<file path="src/rtl/button_port.sv">
// Four-bit pushbutton input port: synchronize, debounce, optional sticky press latch.
// Define BUTTON_STICKY_EN to latch press events until the uP reads the port.
module button_port #(
  parameter int DEBOUNCE_CYCLES = 4,
  parameter int CNT_W = 8
) (
  input  logic       clock,
  input  logic       reset,
  input  logic [3:0] buttons_raw,
  input  logic       rd_strobe,
  output logic [3:0] pushbuttons,
  output logic       pending,
  output logic [3:0] db_state
);

  localparam logic [CNT_W-1:0] CNT_MAX =
    CNT_W'(DEBOUNCE_CYCLES - 1);

  logic [3:0]       sync1;
  logic [3:0]       sync2;
  logic [CNT_W-1:0] cnt      [4];
  logic [CNT_W-1:0] cnt_next [4];
  logic [3:0]       db_next;

  always_comb begin
    db_next = db_state;
    for (int i = 0; i < 4; i++) begin
      cnt_next[i] = '0;
      if (sync2[i] != db_state[i]) begin
        if (cnt[i] == CNT_MAX) begin
          db_next[i] = sync2[i];
        end else begin
          cnt_next[i] = cnt[i] + 1'b1;
        end
      end
    end
  end

  always_ff @(posedge clock or negedge reset) begin
    if (!reset) begin
      sync1    <= '0;
      sync2    <= '0;
      db_state <= '0;
      for (int i = 0; i < 4; i++) begin
        cnt[i] <= '0;
      end
    end else begin
      sync1    <= buttons_raw;
      sync2    <= sync1;
      db_state <= db_next;
      for (int i = 0; i < 4; i++) begin
        cnt[i] <= cnt_next[i];
      end
    end
  end

`ifdef BUTTON_STICKY_EN
  logic [3:0] sticky;
  logic [3:0] press;
  logic [3:0] sticky_next;
  logic       pend_q;

  // a press landing on the read edge survives the clear
  assign press       = db_next & ~db_state;
  assign sticky_next = (rd_strobe ? 4'b0000 : sticky) | press;

  always_ff @(posedge clock or negedge reset) begin
    if (!reset) begin
      sticky <= '0;
      pend_q <= 1'b0;
    end else begin
      sticky <= sticky_next;
      pend_q <= |sticky_next;
    end
  end

  assign pushbuttons = sticky;
  assign pending     = pend_q;
`else
  logic unused_rd;

  assign unused_rd   = rd_strobe;
  assign pushbuttons = db_state;
  assign pending     = 1'b0;
`endif

endmodule

</file>
<file path="config.mk">
export PLATFORM = sky130hd
export DESIGN_NAME = button_port
export DESIGN_NICKNAME = d
export VERILOG_FILES = /design/src/rtl/button_port.sv
export SDC_FILE = /design/constraint.sdc
export NUM_CORES = 1
export LEC_CHECK = 0
export CAP_MARGIN = 20
export CELL_PAD_IN_SITES_DETAIL_PLACEMENT = 1
export CELL_PAD_IN_SITES_GLOBAL_PLACEMENT = 1
export CORE_UTILIZATION = 48
export CTS_BUF_LIST = sky130_fd_sc_hd__clkbuf_8
export DETAILED_ROUTE_END_ITERATION = 16
export GPL_ROUTABILITY_DRIVEN = 0
export PLACE_DENSITY = 0.87
export RECOVER_POWER = 50
export SYNTH_ARGS = -nofsm -noshare
export SYNTH_HDL_FRONTEND = slang
export SYNTH_SLANG_ARGS = --single-unit
export TNS_END_PERCENT = 20
</file>
<file path="constraint.sdc">
create_clock -name clock -period 1.6 [get_ports clock]
set_clock_uncertainty 0.2 [all_clocks]
set_input_delay 0.16 -clock clock [delete_from_list [all_inputs] [get_ports clock]]
set_output_delay 0.16 -clock clock [all_outputs]
set_load 0.01 [all_outputs]
</file>
Word-level counts from Yosys, hierarchy flattened

Index checks and enable logic that the tools add are counted.

Flip-flop bits (word level): 44
Latch bits: 0
Bits in writable memories: 0
Memory bits (read-only): 0
Input bits: 7
Output and inout port bits: 9
Logic and storage cells: 34
Memories: 0

Add/subtract/negate cells: 4
$mul: 0
Divide/modulo/power cells: 0
Order comparisons: 0
Equality and inequality tests: 8
Shift-type cells: 0
Muxes and demuxes: 8
Bitwise logic cells: 0
Reductions and logical operators: 4

Operators by type and width:

| kind                  | number |
|---|---|
| $mux W8               | 8 |
| $add A8 B1 Y8 const B | 4 |
| $eq A8 B2 Y1 const B  | 4 |
| $reduce_and A2 Y1     | 4 |
| $ne A1 B1 Y1          | 4 |

Logic depth before layout (Yosys ltp)

Gate-level depths: netlist of the first run.

Depth after elaboration: 3
Gate-level depth with buffers: 4

Worst setup path before layout of the first run

OpenSTA, ideal clock, no wires.

Kind: reg2reg
Start: register cnt[8] (netlist name)
End: register db_state[2]
Library setup time: 0.125 ns
Arrival time: 1.148 ns
Required time: 1.275 ns
Setup slack: 0.127 ns
Cell stages (with the launch flop): 5
Period minus slack after synthesis: 1.473 ns
Cells stage by stage: dfrtp_1 > ha_1 > nor4b_2 > nand2_1 > mux2_2

Word-level cells in the longest chain between the ends: 2

Ends and longest elaborated chain:

| item                            | line | text |
|---|---|---|
| start, declared                 | 21   | `logic [CNT_W-1:0] cnt [4];` |
| start signal, assigned by index | 52   | `cnt[i] <= cnt_next[i];` |
| $eq A8 B2 Y1                    | 30   | `if (cnt[i] == CNT_MAX) begin` |
| $reduce_and A2 Y1 (no line)     | n/a  |  |
| end signal, assigned            | 50   | `db_state <= db_next;` |
| end, declared                   | 13   | `output logic [3:0] db_state` |

Every way passes these cells.
A chain may end at the register's enable or synchronous reset.

Worst setup path in the final report of the first run

Start: register cnt[0] (netlist name)
End: register db_state[3]

Same word-level chain as after synthesis.

==> impl_metrics.tcl, run 1 <==
set metrics [dict create \
    ff_latch_area_um2 1110 \
    met2_usage_pct 38.5 \
    power_frac_seq_pct 48.1 \
    die_w_um 66.4 \
    drive_above_1_share_pct 17.3 \
    design.core.area_um2 4000 \
    cts.sinks 44 \
    num_antenna_cells 0 \
    clock_latency_ns 0.30 \
    cts.path.max_buffers 2 \
    syn-cell-area_um2 1990 \
    worstSetupPathType "reg2reg" \
    htree_levels 2 \
    antenna_found_initial 0 \
    slew-limit-headroom_pct 60.7 \
    critPathArrivalTime_ns 1.54 \
    period_share_pct 97.6 \
    rows 23 \
    finalSetupViolations 0 \
    hpwl_mm 2.85 \
    drv_slew 0 \
    io_buffers 13 \
    power_density_nw_per_um2 1360 \
    clockPowerShare_pct 23.4 \
    hold_path_class "reg2reg" \
    met1_usage_pct 23.1 \
    grt_start_max_net_pins 45 \
    timing.fmax_ghz 0.641 \
    fillers 430 \
    grt_pass1_wl_mm 6.88 \
    cts-root-buf "clkbuf_8" \
    p_sw_share_pct 33.8 \
    dr.pass1.iters 4 \
    hold_violations 0 \
    status "finished, final reports clean" \
    leakage_nw 1.01 \
    cp_slowest_stage_delay_ns 0.41 \
    grt_usage_pct 21.6 \
    drv_cap 0 \
    required_ns 1.58 \
    first_iter_violations 32 \
    synth-seq-cells 44 \
    avgSynthCellArea_um2 11.0 \
    pwr-share-comb_pct 28.5 \
    drt_wl_total_mm 4.18 \
    drc_errors 0 \
    ys_types 21 \
    die_height_um 66.4 \
    synth_warnings 0 \
    p_int_w 0.00210 \
    ys_seq_area_share_pct 55.2 \
    grt_pass1_vias 1545 \
    vias 1413 \
    critPathMaxFanout 4 \
    areaGrowthSynthToFinish_pct 16.7 \
    worst_setup_path_end_kind "register" \
    start_util_pct 49.8 \
    fin_crit_ns 1.56 \
    cts_tree "done" \
    fin_nets 217 \
    cts_buffers 5 \
    synth_nets 196 \
    synth_cells 181 \
    critPathLaunchType "register" \
    p_sw_w 0.00107 \
    use_met3_pct 6.55 \
    drt.antenna.violating_nets 0 \
    irDropWorstVdd_mv 0.831 \
    holdWs_ns 0.162 \
    top_usage_layer "met2" \
    total_power_w 0.00317 \
    layout_setup_ws_ns 0.0391 \
    path_cells "ha_2 > nor4b_4 > nand2_1 > mux2_2" \
    path_clk_slew_ns 0.07 \
    worst_pin_slew_ns 0.590 \
    overflow 0 \
    slowest_stage "dfrtp_1" \
    io_pins 16 \
    viasPerCell 5.61 \
    rsz0062_at_grt "yes" \
    die_area_um2 4410 \
    multi_input_area_um2 871 \
    wl_per_cell_um 16.6 \
    pre_cts_ws_ns -0.000751 \
]
==> per-stage QoR <==
stage	instances	TNS (ns)	cell area, µm²	utilization (%)
3_3_place_gp	243	0	2190	54.6
4_1_cts	251	-0.00951	2290	57.4
5_1_grt	252	-0.0755	2330	58.1
2_1_floorplan	181	0	1990	-
6_report	252	0	2330	58.1
3_5_place_dp	243	-0.000751	2190	54.6
==> registers in the layout (all words and copies together), names as in the netlist <==
signal and cells:
cnt 32, sync2 4, sync1 4, db_state 4
==> worst paths after layout <==
| check | start | to | slack (ns) | depth (start not counted) |
|---|---|---|---|---|
| max in group asynchronous | reset | cnt[17]$_DFF_PN0_ | 0.46 | 3 |
| min reg2reg | sync1[3]$_DFF_PN0_ | sync2[3]$_DFF_PN0_ | 0.16 | 0 |
| max reg2reg | cnt[0]$_DFF_PN0_ | db_state[3]$_DFFE_PN0P_ | 0.04 | 4 |
| min | sync1[3]$_DFF_PN0_ | sync2[3]$_DFF_PN0_ | 0.16 | 0 |
| max | cnt[0]$_DFF_PN0_ | db_state[3]$_DFFE_PN0P_ | 0.04 | 4 |
| min in group asynchronous | reset | cnt[28]$_DFF_PN0_ | 0.31 | 3 |
==> power by group through the flow <==
stage / Clock, W / Combinational, W / Sequential (W)
after global placement: 0 / 0.000881 / 0.00150
after floorplan: 0 / 0.000563 / 0.00152
after CTS: 0.000765 / 0.000893 / 0.00151
after global routing: 0.000803 / 0.00101 / 0.00156
final: 0.000744 / 0.000904 / 0.00153
after detailed placement: 0 / 0.000943 / 0.00153
==> layer usage <==
layer / vias up / share of wire (%)
li1: 661 / -
met4: 0 / 2.9
met2: 27 / 54
met1: 711 / 40
met5: - / 0
met3: 14 / 3.1
==> Yosys cell counts (all sizes together) <==
master | instances | area share (%)
a21o | 4 | 1.5
a21oi | 12 | 3.4
buf | 5 | 1.9
conb | 1 | 0.19
dfrtp | 44 | 55
ha | 8 | 5.0
inv | 7 | 1.3
mux2 | 4 | 2.3
nand2 | 9 | 1.7
nand3 | 15 | 4.0
nand4 | 4 | 1.9
nor2 | 20 | 3.8
nor3 | 4 | 1.0
nor4b | 4 | 3.0
o21ai | 12 | 3.0
or3 | 12 | 3.8
xnor2 | 8 | 3.5
xor2 | 8 | 3.5
==> layout make-up <==
cell class                 count  area share, %
timing repair buffer          19           6.99
inverter                       7           1.13
clock buffer                   7           4.14
tap                           50           2.69
sequential                    44           47.6
multi-input combinational    125           37.4
==> worst max-delay path, delay by kind of cell, from the launching register on <==
family                   cells  cell delay [ns]
flip-flops                   1             0.41
AND/OR/NAND/NOR              2             0.33
adder cells (fa/ha/maj)      1             0.21
multiplexers                 1             0.29
==> placed cells by master (no fill, tap or decap), types with 4 or more instances in the layout <==
master and n:
nand3_1 14, nand2_1 9, a21oi_1 10, ha_1 6
xnor2_1 8, xor2_1 8, inv_1 7, dlygate4sd3_1 5
or3_1 12, o21ai_0 12, dfrtp_2 5, nor3_1 4
dfrtp_1 39, nor4b_4 4, nor2_1 20, buf_4 4
clkbuf_8 7, dlygate4sd2_1 8, mux2_2 4
==> cell families (layout without fill, tap and decap cells) <==
| family | after synthesis | count (layout) | share of synthesized area [%] |
|---|---|---|---|
| AOI/OAI and AO/OA | 28 | 28 | 7.91 |
| adders and majority gates | 8 | 8 | 5.02 |
| and+or+nand+nor | 68 | 68 | 19.1 |
| buffers and inverters | 12 | 33 | 3.20 |
| DFF | 44 | 44 | 55.2 |
| xor gates and xnor gates | 16 | 16 | 7.03 |
| muxes | 4 | 4 | 2.26 |
| other | 1 | 1 | 0.188 |
==> repair_timing <==
item                                    in CTS  in global routing
hold buffers                                 1                  0
resized for setup                           11                 10
gates cloned                                 0                  0
hold endpoints to repair                    44                  0
setup buffers                                0                  1
endpoints found under the setup margin      14                 29
pin swaps                                    1                  1
(Power assumes the default switching activity.)
==> run 2: changes to the inputs <==
SLEW_MARGIN = 15   (was not set)
==> results of run 2 <==
No change in the layout: final DEF, timing and power equal those of run 1.
==> run 3: changes to the inputs <==
CORE_UTILIZATION = 51   (was 48)
PLACE_DENSITY = 0.91   (was 0.87)
clock period = 2 ns   (was 1.6 ns; I/O delays follow)
==> impl_metrics.tcl, run 3 (synthesis results as in run 1) <==
set metrics [dict create \
    status "finished, final reports clean" \
    critPathMaxFanout 4 \
    cts.path.max_buffers 2 \
    grt_pass1_wl_mm 7.26 \
    path_buf_inv 1 \
    final_cell_area_um2 2330 \
    ctsResizeCount 0 \
    cp_top_family "buffers and inverters" \
    top_register "cnt" \
    overflow 0 \
    required_ns 1.60 \
    p_int_w 0.00200 \
    pwr-share-comb_pct 24.5 \
    cts_buffers 5 \
    clock_latency_ns 0.30 \
    total_power_w 0.00286 \
    power_density_nw_per_um2 1230 \
    worst_setup_path_end_kind "output port" \
    design.core.area_um2 3720 \
    hpwl_mm 2.83 \
    die_area_um2 4160 \
    worstSetupPathType "reg2out" \
    clockPowerShare_pct 32.5 \
    cts.sinks 44 \
    path_cells "clkdlybuf4s50_1" \
    slew-limit-headroom_pct 20.9 \
    drive_above_1_share_pct 11.1 \
    start_util_pct 53.6 \
    power_frac_seq_pct 43.1 \
    viasPerCell 5.61 \
    critPathLaunchType "register" \
    die_height_um 64.5 \
    cts-root-buf "clkbuf_8" \
    wl_per_cell_um 16.4 \
    leakage_nw 1.01 \
    drt.antenna.violating_nets 0 \
    hold_violations 0 \
    die_w_um 64.5 \
    grt_usage_pct 23.3 \
    fin_nets 213 \
    drv_cap 0 \
    cts_setup_buffers 0 \
    hold_path_class "reg2reg" \
    period_share_pct 85.9 \
    drv_slew 0 \
    p_sw_w 0.000858 \
    timing.fmax_ghz 0.582 \
    areaGrowthSynthToFinish_pct 16.8 \
    num_antenna_cells 0 \
    grt_start_max_net_pins 25 \
    cp_slowest_stage_delay_ns 0.59 \
    path_clk_slew_ns 0.08 \
    worst_pin_slew_ns 1.19 \
    htree_levels 2 \
    io_buffers 13 \
    rows 22 \
    drc_errors 0 \
    io_pins 16 \
    largest_reg_flops 32 \
    antenna_found_initial 0 \
    fillers 393 \
    layout_commonest_cell "dfrtp_1" \
    irDropWorstVdd_mv 0.748 \
    grt_pass1_vias 1560 \
    slowest_stage "clkdlybuf4s50_1" \
    cts_tree "done" \
    finalSetupViolations 0 \
    dpl-instance-area_um2 2160 \
    p_sw_share_pct 30.0 \
    drt_wl_total_mm 4.06 \
    fin_crit_ns 1.72 \
    layout_common_cells "44 x dfrtp_1, 20 x nor2_1, 14 x nand3_1" \
    vias 1386 \
    fin_util_pct 62.7 \
    first_iter_violations 71 \
    dr.pass1.iters 4 \
    final.setup.tns_ns 0 \
    critPathArrivalTime_ns 1.32 \
    rsz0062_at_grt "no" \
    ctsHoldBuffers 1 \
]
run 3: area by class of cell:
| class | instances | area (µm²) | area share (%) |
|---|---|---|---|
| inverters | 7 | 26.3 | 1.13 |
| well taps | 48 | 60.1 | 2.58 |
| flip-flops and latches | 44 | 1100 | 47.3 |
| multi-input cells | 125 | 828 | 35.6 |
| repair buffers | 15 | 154 | 6.61 |
| clock inverters | 3 | 90.1 | 3.87 |
| clock buffers | 5 | 68.8 | 2.96 |
run 3: power groups by stage:
stage	registers (W)	logic, W	clock network [W]
2_1_floorplan	0.00121	0.000450	0
3_3_place_gp	0.00122	0.000658	0
3_5_place_dp	0.00124	0.000698	0
4_1_cts	0.00123	0.000713	0.000951
5_1_grt	0.00126	0.000779	0.000973
6_report	0.00123	0.000699	0.000927
run 3: through the flow:
step | worst slack [ns] | cells | hold WS, ns
after floorplan | 0.527 | 181 | -0.296
after global placement | 0.466 | 238 | -0.0240
after detailed placement | 0.409 | 238 | -0.00929
after CTS | 0.277 | 247 | 0.128
after global routing | 0.207 | 247 | 0.169
final | 0.282 | 247 | 0.161
run 3: worst paths after layout:
path                                    startpoint  depth (start not counted)  slack [ns]                       to
max in group asynchronous                    reset                          3        0.43       sync2[2]$_DFF_PN0_
min reg2reg                     sync1[1]$_DFF_PN0_                          0        0.16       sync2[1]$_DFF_PN0_
max                        db_state[2]$_DFFE_PN0P_                          1        0.28              db_state[2]
max reg2reg                       cnt[8]$_DFF_PN0_                          4        0.30  db_state[2]$_DFFE_PN0P_
min in group asynchronous                    reset                          2        0.45        cnt[28]$_DFF_PN0_
min                             sync1[1]$_DFF_PN0_                          0        0.16       sync2[1]$_DFF_PN0_
run 3: routing by layer:
metal / part of all wire, % / GRT usage (%)
met1: 41 / 26.4
met2: 54 / 41.2
met3: 3.0 / 6.16
met4: 1.9 / 9.44
met5: 0 / 0
